--- config.mk ---
export PLATFORM = sky130hd
export DESIGN_NAME = lsu_l1d_req_sched
export DESIGN_NICKNAME = d
export VERILOG_FILES = /design/src/rtl/lsq_sched_pkg.sv /design/src/rtl/lsu_l1d_req_sched_retire_scan.sv /design/src/rtl/lsu_l1d_req_sched.sv
export SDC_FILE = /design/constraint.sdc
export NUM_CORES = 2
export LEC_CHECK = 0
export CAP_MARGIN = 15
export CORE_AREA = 2 2 214 374
export DETAILED_ROUTE_END_ITERATION = 6
export DIE_AREA = 0 0 216 376
export GPL_TIMING_DRIVEN = 0
export PLACE_DENSITY = 0.72
export SLEW_MARGIN = 25
export SYNTH_ARGS = -nofsm -noshare
export SYNTH_HDL_FRONTEND = slang
export SYNTH_SLANG_ARGS = --single-unit
--- constraint.sdc ---
create_clock -name clk -period 10.8 [get_ports clk]
set_input_delay 2.16 -clock clk [delete_from_list [all_inputs] [get_ports clk]]
set_output_delay 2.16 -clock clk [all_outputs]
set_load 0.05 [all_outputs]
--- src/rtl/lsq_sched_pkg.sv ---
// Shared types, widths and address-split helpers for the LSU-side L1D request scheduler.
package lsq_sched_pkg;

    localparam int LSU_ADDR_PIPE_COUNT = 1;
    localparam int LSU_DATA_PIPE_COUNT = 1;

    localparam int ROB_INDEX_WIDTH  = 6;
    localparam int ROB_TAG_WIDTH    = ROB_INDEX_WIDTH;
    localparam int PREG_TAG_WIDTH   = 6;
    localparam int LDU_OP_WIDTH     = 4;
    localparam int STU_OP_WIDTH     = 4;
    localparam int PADDR_WIDTH      = 32;
    localparam int XLEN             = 64;

    // L1D geometry: 64-byte lines, 256 sets; the remaining upper bits form the tag.
    localparam int L1D_OFFSET_WIDTH = 6;
    localparam int L1D_INDEX_WIDTH  = 8;
    localparam int L1D_TAG_WIDTH    = PADDR_WIDTH - L1D_INDEX_WIDTH - L1D_OFFSET_WIDTH;

    typedef enum logic [1:0] {
        LSQ_FREE   = 2'd0,
        LSQ_VALID  = 2'd1,
        LSQ_ISSUED = 2'd2
    } lsq_state_e;

    typedef struct packed {
        lsq_state_e                state;
        logic                      is_store;
        logic                      is_fence;
        logic [ROB_TAG_WIDTH-1:0]  rob_index;
        logic [PREG_TAG_WIDTH-1:0] rd_addr;
        logic [LDU_OP_WIDTH-1:0]   ld_opcode;
        logic [STU_OP_WIDTH-1:0]   st_opcode;
        logic [PADDR_WIDTH-1:0]    paddr;
        logic [XLEN-1:0]           data;
    } lsq_entry_t;

    function automatic logic [L1D_OFFSET_WIDTH-1:0] paddr_offset(input logic [PADDR_WIDTH-1:0] paddr);
        return paddr[L1D_OFFSET_WIDTH-1:0];
    endfunction

    function automatic logic [L1D_INDEX_WIDTH-1:0] paddr_index(input logic [PADDR_WIDTH-1:0] paddr);
        return paddr[L1D_OFFSET_WIDTH +: L1D_INDEX_WIDTH];
    endfunction

    function automatic logic [L1D_TAG_WIDTH-1:0] paddr_tag(input logic [PADDR_WIDTH-1:0] paddr);
        return paddr[PADDR_WIDTH-1 -: L1D_TAG_WIDTH];
    endfunction

endpackage

--- src/rtl/lsu_l1d_req_sched_retire_scan.sv ---
// Finds the new LSQ head: the first non-FREE entry at or after head, stopping at tail.
module lsq_retire_scan
    import lsq_sched_pkg::*;
#(
    parameter int LSQ_ENTRY_NUM       = 8,
    parameter int LSQ_ENTRY_NUM_WIDTH = 3
) (
    input  logic [LSQ_ENTRY_NUM_WIDTH:0]  head_ptr,
    input  logic [LSQ_ENTRY_NUM_WIDTH:0]  tail_ptr,
    input  logic [LSQ_ENTRY_NUM-1:0]      entry_free,
    output logic [LSQ_ENTRY_NUM_WIDTH:0]  head_ptr_nxt
);

    typedef logic [LSQ_ENTRY_NUM_WIDTH:0] ptr_t;

    ptr_t occupied;
    ptr_t offs;
    ptr_t slot;
    logic found;

    // Priority scan from head; an empty queue or an all-retired window resolves to tail.
    always_comb begin
        occupied     = tail_ptr - head_ptr;
        head_ptr_nxt = tail_ptr;
        found        = 1'b0;
        offs         = '0;
        slot         = head_ptr;
        for (int i = 0; i < LSQ_ENTRY_NUM; i++) begin
            offs = ptr_t'(i);
            slot = head_ptr + offs;
            if (!found && ((offs == occupied) || !entry_free[slot[LSQ_ENTRY_NUM_WIDTH-1:0]])) begin
                head_ptr_nxt = slot;
                found        = 1'b1;
            end
        end
    end

endmodule

--- src/rtl/lsu_l1d_req_sched.sv ---
// In-order LSQ that issues loads, stores and fences from LSU dispatch to the L1D request ports.
module lsu_l1d_req_sched
    import lsq_sched_pkg::*;
#(
    parameter int LSQ_ENTRY_NUM       = 8,
    parameter int LSQ_ENTRY_NUM_WIDTH = 3,
    parameter int WB_PORT_NUM         = LSU_ADDR_PIPE_COUNT + LSU_DATA_PIPE_COUNT
) (
    input  logic                                   clk,
    input  logic                                   rst_n,
    input  logic                                   lsu_req_vld_i,
    output logic                                   lsu_req_rdy_o,
    input  logic                                   lsu_req_is_store_i,
    input  logic                                   lsu_req_is_fence_i,
    input  logic [ROB_TAG_WIDTH-1:0]               lsu_req_rob_index_i,
    input  logic [PREG_TAG_WIDTH-1:0]              lsu_req_rd_addr_i,
    input  logic [LDU_OP_WIDTH-1:0]                lsu_req_ld_opcode_i,
    input  logic [STU_OP_WIDTH-1:0]                lsu_req_st_opcode_i,
    input  logic [PADDR_WIDTH-1:0]                 lsu_req_paddr_i,
    input  logic [XLEN-1:0]                        lsu_req_data_i,
    output logic                                   l1d_ld_req_vld_o,
    input  logic                                   l1d_ld_req_rdy_i,
    output logic [ROB_TAG_WIDTH-1:0]               l1d_ld_req_rob_index_o,
    output logic [PREG_TAG_WIDTH-1:0]              l1d_ld_req_rd_addr_o,
    output logic [LDU_OP_WIDTH-1:0]                l1d_ld_req_opcode_o,
    output logic [L1D_INDEX_WIDTH-1:0]             l1d_ld_req_index_o,
    output logic [L1D_OFFSET_WIDTH-1:0]            l1d_ld_req_offset_o,
    output logic [L1D_TAG_WIDTH-1:0]               l1d_ld_req_vtag_o,
    output logic                                   l1d_st_req_vld_o,
    input  logic                                   l1d_st_req_rdy_i,
    output logic                                   l1d_st_req_is_fence_o,
    output logic [ROB_TAG_WIDTH-1:0]               l1d_st_req_rob_index_o,
    output logic [PREG_TAG_WIDTH-1:0]              l1d_st_req_rd_addr_o,
    output logic [STU_OP_WIDTH-1:0]                l1d_st_req_opcode_o,
    output logic [PADDR_WIDTH-1:0]                 l1d_st_req_paddr_o,
    output logic [XLEN-1:0]                        l1d_st_req_data_o,
    input  logic                                   l1d_ld_replay_vld_i,
    input  logic [WB_PORT_NUM-1:0]                 l1d_wb_vld_i,
    input  logic [WB_PORT_NUM*ROB_INDEX_WIDTH-1:0] l1d_wb_rob_index_i,
    input  logic                                   flush_i,
    output logic                                   lsu_l1d_kill_req_o,
    output logic                                   lsq_empty_o
);

    localparam int IW = LSQ_ENTRY_NUM_WIDTH;

    typedef logic [IW:0]   ptr_t;
    typedef logic [IW-1:0] idx_t;

    lsq_entry_t               entry_q [LSQ_ENTRY_NUM];
    lsq_state_e               state_d [LSQ_ENTRY_NUM];
    logic [LSQ_ENTRY_NUM-1:0] entry_free_d;

    ptr_t       head_q, iss_q, tail_q;
    ptr_t       head_d, iss_d, tail_d;
    ptr_t       last_ld_ptr_q;
    logic       last_ld_fire_q;
    logic [1:0] fence_cnt_q;
    logic       kill_q;

    idx_t       head_idx, iss_idx, tail_idx, last_ld_idx;
    logic       full, empty;
    lsq_entry_t iss_entry;
    logic       iss_is_st, iss_ready;
    logic       ld_vld, st_vld;
    logic       enq_fire, ld_fire, st_fire, replay_hit;

    assign head_idx    = head_q[IW-1:0];
    assign iss_idx     = iss_q[IW-1:0];
    assign tail_idx    = tail_q[IW-1:0];
    assign last_ld_idx = last_ld_ptr_q[IW-1:0];

    assign empty = (head_q == tail_q);
    assign full  = (head_q[IW] != tail_q[IW]) && (head_idx == tail_idx);

    assign lsu_req_rdy_o = ~full;
    assign lsq_empty_o   = empty;
    assign enq_fire      = lsu_req_vld_i & lsu_req_rdy_o;

    // Issue candidate is always the entry at iss; stores wait until nothing older is outstanding.
    assign iss_entry = entry_q[iss_idx];
    assign iss_is_st = iss_entry.is_store | iss_entry.is_fence;
    assign iss_ready = (iss_q != tail_q) && (iss_entry.state == LSQ_VALID) &&
                       (fence_cnt_q == 2'd0) && !flush_i;
    assign ld_vld    = iss_ready & ~iss_is_st;
    assign st_vld    = iss_ready & iss_is_st & (iss_q == head_q);

    // A load handshake offered in the replay cycle is dropped; the replayed load reissues first.
    assign replay_hit = l1d_ld_replay_vld_i & last_ld_fire_q;
    assign ld_fire    = ld_vld & l1d_ld_req_rdy_i & ~replay_hit;
    assign st_fire    = st_vld & l1d_st_req_rdy_i;

    assign l1d_ld_req_vld_o       = ld_vld;
    assign l1d_ld_req_rob_index_o = ld_vld ? iss_entry.rob_index : '0;
    assign l1d_ld_req_rd_addr_o   = ld_vld ? iss_entry.rd_addr : '0;
    assign l1d_ld_req_opcode_o    = ld_vld ? iss_entry.ld_opcode : '0;
    assign l1d_ld_req_index_o     = ld_vld ? paddr_index(iss_entry.paddr) : '0;
    assign l1d_ld_req_offset_o    = ld_vld ? paddr_offset(iss_entry.paddr) : '0;
    assign l1d_ld_req_vtag_o      = ld_vld ? paddr_tag(iss_entry.paddr) : '0;

    assign l1d_st_req_vld_o       = st_vld;
    assign l1d_st_req_is_fence_o  = st_vld ? iss_entry.is_fence : 1'b0;
    assign l1d_st_req_rob_index_o = st_vld ? iss_entry.rob_index : '0;
    assign l1d_st_req_rd_addr_o   = st_vld ? iss_entry.rd_addr : '0;
    assign l1d_st_req_opcode_o    = st_vld ? iss_entry.st_opcode : '0;
    assign l1d_st_req_paddr_o     = st_vld ? iss_entry.paddr : '0;
    assign l1d_st_req_data_o      = st_vld ? iss_entry.data : '0;

    assign lsu_l1d_kill_req_o = kill_q;

    // Next entry states: enqueue, issue, store retire, writeback retire, then replay on top.
    always_comb begin
        for (int i = 0; i < LSQ_ENTRY_NUM; i++) begin
            state_d[i] = entry_q[i].state;
        end
        if (enq_fire) begin
            state_d[tail_idx] = LSQ_VALID;
        end
        if (ld_fire) begin
            state_d[iss_idx] = LSQ_ISSUED;
        end
        if (st_fire) begin
            state_d[iss_idx] = LSQ_FREE;
        end
        for (int i = 0; i < LSQ_ENTRY_NUM; i++) begin
            for (int k = 0; k < WB_PORT_NUM; k++) begin
                if (l1d_wb_vld_i[k] && (entry_q[i].state == LSQ_ISSUED) &&
                    (entry_q[i].rob_index == l1d_wb_rob_index_i[k*ROB_INDEX_WIDTH +: ROB_INDEX_WIDTH])) begin
                    state_d[i] = LSQ_FREE;
                end
            end
        end
        if (replay_hit) begin
            state_d[last_ld_idx] = LSQ_VALID;
        end
        for (int i = 0; i < LSQ_ENTRY_NUM; i++) begin
            entry_free_d[i] = (state_d[i] == LSQ_FREE);
        end
    end

    // Next issue and tail pointers; replay rewinds iss ahead of any increment.
    always_comb begin
        iss_d  = iss_q;
        tail_d = tail_q;
        if (replay_hit) begin
            iss_d = last_ld_ptr_q;
        end else if (ld_fire || st_fire) begin
            iss_d = iss_q + ptr_t'(1);
        end
        if (enq_fire) begin
            tail_d = tail_q + ptr_t'(1);
        end
    end

    lsq_retire_scan #(
        .LSQ_ENTRY_NUM       (LSQ_ENTRY_NUM),
        .LSQ_ENTRY_NUM_WIDTH (LSQ_ENTRY_NUM_WIDTH)
    ) u_retire_scan (
        .head_ptr     (head_q),
        .tail_ptr     (tail_q),
        .entry_free   (entry_free_d),
        .head_ptr_nxt (head_d)
    );

    // Queue state, pointers, replay/fence tracking and payload capture; payload is never reset.
    always_ff @(posedge clk or negedge rst_n) begin
        if (!rst_n) begin
            head_q         <= '0;
            iss_q          <= '0;
            tail_q         <= '0;
            last_ld_ptr_q  <= '0;
            last_ld_fire_q <= 1'b0;
            fence_cnt_q    <= 2'd0;
            kill_q         <= 1'b0;
            for (int i = 0; i < LSQ_ENTRY_NUM; i++) begin
                entry_q[i].state <= LSQ_FREE;
            end
        end else if (flush_i) begin
            head_q         <= '0;
            iss_q          <= '0;
            tail_q         <= '0;
            last_ld_fire_q <= 1'b0;
            fence_cnt_q    <= 2'd0;
            kill_q         <= 1'b1;
            for (int i = 0; i < LSQ_ENTRY_NUM; i++) begin
                entry_q[i].state <= LSQ_FREE;
            end
        end else begin
            head_q         <= head_d;
            iss_q          <= iss_d;
            tail_q         <= tail_d;
            last_ld_fire_q <= ld_fire;
            kill_q         <= 1'b0;
            if (ld_fire) begin
                last_ld_ptr_q <= iss_q;
            end
            if (st_fire && iss_entry.is_fence) begin
                fence_cnt_q <= 2'd2;
            end else if (fence_cnt_q != 2'd0) begin
                fence_cnt_q <= fence_cnt_q - 2'd1;
            end
            for (int i = 0; i < LSQ_ENTRY_NUM; i++) begin
                entry_q[i].state <= state_d[i];
            end
            if (enq_fire) begin
                entry_q[tail_idx].is_store  <= lsu_req_is_store_i;
                entry_q[tail_idx].is_fence  <= lsu_req_is_fence_i;
                entry_q[tail_idx].rob_index <= lsu_req_rob_index_i;
                entry_q[tail_idx].rd_addr   <= lsu_req_rd_addr_i;
                entry_q[tail_idx].ld_opcode <= lsu_req_ld_opcode_i;
                entry_q[tail_idx].st_opcode <= lsu_req_st_opcode_i;
                entry_q[tail_idx].paddr     <= lsu_req_paddr_i;
                entry_q[tail_idx].data      <= lsu_req_data_i;
            end
        end
    end

endmodule
==> reports/metrics.csv <==
stage,metric,value,unit
power_and_ir_drop,combinational fraction of design power,18.9,%
worst_setup_path,Worst R2R Start,head_q[2]$_DFFE_PN0P_,
clock_tree,Clock Latency Late Sink,0.68,ns
power_and_ir_drop,pwr/cell area,193,nW/µm²
final_layout,finished layout cell area,47400,µm²
yosys,register bit count reported by yosys,980,
power_and_ir_drop,switching part of the total,28.6,%
worst_setup_path,Crit path required time,8.64,ns
power_and_ir_drop,clock power share,34.5,%
yosys,library cells used by synthesis,89,
worst_setup_path,Crit path buffers/inverters,5,
placed_design,gpl congestion,0.996,
yosys,number of synthesized flops with an enable pin,944,
timing,Fmax achieved,0.111,GHz
timing,WHS,0.499,ns
worst_setup_path,critical path's largest stage delay,0.93,ns
routing,Detailed Routing Iterations Pass 1,7,
yosys,"Seq/Total Area, Yosys",75.5,%
power_and_ir_drop,Pwr Total,0.00915,W
routing,"antenna viol nets, final",0,
placed_design,Port Buffers,290,
final_layout,synth-to-layout area growth,22.4,%
placed_design,post-DP HPWL,91500,µm
floorplanning,Die ar.,81200,µm²
routing,DRT iter0 DRCs,3355,
clock_tree,CTS Sinks,980,
min_path,HP Start,last_ld_ptr_q[3]$_DFFE_PN0P_,
yosys,Synth area leader,edfxtp_1,
yosys,Netlist Area Pre-Place,38700,µm²
global_route,first-pass GRT wire length,185000,µm
worst_setup_path,critical-path cell list,clkdlybuf4s50_1 -> nor2b_1 -> o21ai_1 -> nor2_1 -> o2111ai_1 -> clkbuf_1 -> clkbuf_1 -> clkbuf_1 -> nor4_1 -> clkdlybuf4s50_1,
clock_tree,CTS tree,yes,
routing,via count,26200,
clock_tree,Hold Buf Count CTS,0,
worst_setup_path,"delay-heaviest family, CP",buffers and inverters,
run,max-cap viol count,0,
clock_tree,CTS resizes,0,
clock_tree,Clock Path Buffers,3,
yosys,Post-Synthesis Cells,2471,
floorplanning,Ports,305,
timing,worst rel slew slack,22.4,%
yosys,Syn Area/Cell,15.7,µm²
worst_setup_path,r2r setup slk,3.72,ns
power_and_ir_drop,sequential share of power,46.7,%
worst_setup_path,critical path type,input port to output pin,
worst_setup_path,endpoint class of the critical path,output pin,
min_path,hold path endpoint,last_ld_ptr_q[3]$_DFFE_PN0P_,
floorplanning,Initial Utilization,49.5,%
timing,Least-Margin Pin Slew,1.16,ns
final_layout,Finished Core Util,60.6,%
floorplanning,Die W,216,µm
min_path,worst hold stages,2,
timing,crit path time final,9.00,ns
timing,worst clock skew,0.0303,ns
worst_setup_path,RR Endpoint,head_q[1]$_DFFE_PN0P_,
placed_design,Placed Area,44500,µm²
yosys,yosys warns,0,
clock_tree,clock root buffer,clkbuf_16,
final_layout,layout cell share with drive strength beyond 1,9.34,%
global_route,vias in the first global route,26400,
final_layout,final net count,3070,
timing,Setup-failing EPs final,0,
yosys,area fraction of the dominant cell type after synthesis,73.2,%
min_path,Worst Hold Class,register to register,
worst_setup_path,crit path max-delay cell type,clkdlybuf4s50_1,
floorplanning,Vert. Die Dim,376,µm
power_and_ir_drop,Net Switching,0.00262,W
run_status,status,finished clean,
routing,drc violations,0,
routing,final wirelength,132000,µm
yosys,asr flop ratio synth,3.67,%
timing,Slew Limit Fails,0,
floorplanning,core area,78300,µm²
global_route,initial antenna violation count,25,
worst_setup_path,CP arrival,6.84,ns
routing,vias per cell,6.49,
yosys,Post-Syn Nets,2624,
global_route,GRT Util Overall,32.0,%
timing,ratio of final minimum period to clock period,83.3,%
routing,WL/cell,32.6,µm
power_and_ir_drop,LEAKAGE,15.2,nW
clock_tree,Worst-path clk slew,0.06,ns
clock_tree,H-Tree Depth,3,
worst_setup_path,cells on worst reg2reg path,18,
clock_tree,TritonCTS Buffers,84,
power_and_ir_drop,Internal Power,0.00654,W
worst_setup_path,crit path launch type,input port,
worst_setup_path,crit path max fanout,10,
final_layout,"most common cell after layout, fill and taps aside",edfxtp_1,
yosys,Synth area leaders,"edfxtp_1 73%, o22ai_1 5.3%, dfrtp_1 2.3%, nor2_1 1.9%, o221ai_1 1.6%",
global_route,grt total ovfl,0,
power_and_ir_drop,peak supply drop,161,µV
timing,Fin. Hold Viols,0,
clock_tree,post-CTS setup repair buffer count,0,
floorplanning,standard-cell row count,136,
timing,RSZ-0062 raised after global routing,false,
yosys,most used flip-flop cell after synthesis,edfxtp_1,
global_route,largest net degree at the start of global routing,26,
final_layout,"commonest non-fill, non-tap cells in the layout","944 x edfxtp_1, 328 x o22ai_1, 289 x clkdlybuf4s50_1",
worst_setup_path,"most used cell, CP",clkbuf_1,
power groups by stage:
| stage | logic (W) | registers (W) | clock network, W |
|---|---|---|---|
| after CTS | 0.00170 | 0.00427 | 0.00317 |
| after global routing | 0.00181 | 0.00427 | 0.00331 |
| after floorplan | 0.00100 | 0.00435 | 0 |
| final | 0.00173 | 0.00427 | 0.00316 |
| after global placement | 0.00164 | 0.00437 | 0 |
| after detailed placement | 0.00169 | 0.00435 | 0 |
cell families (layout without fill, tap and decap cells):
family                     Yosys count  count (layout)  share of synthesized area (%)
DFF                                980             980                           75.5
xor gates and xnor gates           116             116                           2.62
buffers and inverters              186             701                           1.96
and+or+nand+nor                    522             522                           6.94
AOI/OAI and AO/OA                  606             606                           11.0
muxes                               47              47                           1.42
other                                0              15                              0
adders and majority gates           14              14                          0.472
synthesized netlist by cell type, types with 4 or more instances:
cell type	number
and3_1	7
nand2_1	72
nor2_1	193
a31oi_1	6
buf_2	6
o22a_1	49
nor2b_1	12
edfxtp_1	944
a21oi_1	34
xor2_1	59
xnor2_1	57
nor3_1	51
o21ai_0	16
dfrtp_1	36
nand3_1	22
a21o_1	5
a2111oi_0	8
and4_1	4
inv_1	23
nand2b_1	9
clkbuf_1	121
buf_6	7
or2_2	7
a211oi_1	11
mux2i_1	21
buf_1	27
o31ai_1	12
ha_1	13
nand4_1	4
mux4_2	4
a221o_1	5
a22o_1	4
or4_1	40
o31a_1	4
mux2_2	18
o21a_1	4
nand4b_1	13
or3_1	6
o211ai_1	7
o221ai_1	71
nor4_1	56
o22ai_1	328
worst max-delay path by stage:
stage,from,depth (start not counted),to
after global routing,flush_i,10,l1d_st_req_data_o[40]
after global placement,rst_n,3,register
final,flush_i,10,l1d_st_req_data_o[40]
after detailed placement,flush_i,10,l1d_st_req_data_o[40]
after floorplan,lsu_req_vld_i,3,register
after CTS,flush_i,10,l1d_st_req_data_o[40]
stage by stage:
stage | setup TNS, ns | setup WS [ns] | cells
floorplan | 0 | 2.30 | 2471
global route | 0 | 1.77 | 4026
detailed placement | 0 | 1.95 | 3866
global placement | -3926.61 | -4.93 | 3796
CTS | 0 | 1.92 | 4021
finish | 0 | 1.80 | 4036
worst min-delay path, delay by kind of cell, from the launching register on:
family           cells  cell delay [ns]
flip-flops           1             0.36
AND/OR/NAND/NOR      2             0.11
layout make-up:
| class | count | area, µm² |
|---|---|---|
| diodes | 15 | 37.5 |
| plain buffers | 161 | 681 |
| clock buffers | 95 | 2190 |
| clock inverters | 60 | 681 |
| fillers | 5861 | 30900 |
| inverters | 25 | 93.8 |
| multi-input cells | 1305 | 8790 |
| flip-flops and latches | 980 | 29200 |
| well taps | 1035 | 1290 |
| repair buffers | 360 | 4390 |
routing by layer:
metal / vias to the layer above / global-route usage, % / part of all wire [%]
met5: - / 0 / 0.11
met4: 22 / 18.7 / 6.2
met3: 379 / 7.22 / 9.6
met2: 1709 / 53.7 / 50
met1: 13100 / 37.9 / 34
li1: 11000 / - / -
(Power assumes the default switching activity.)
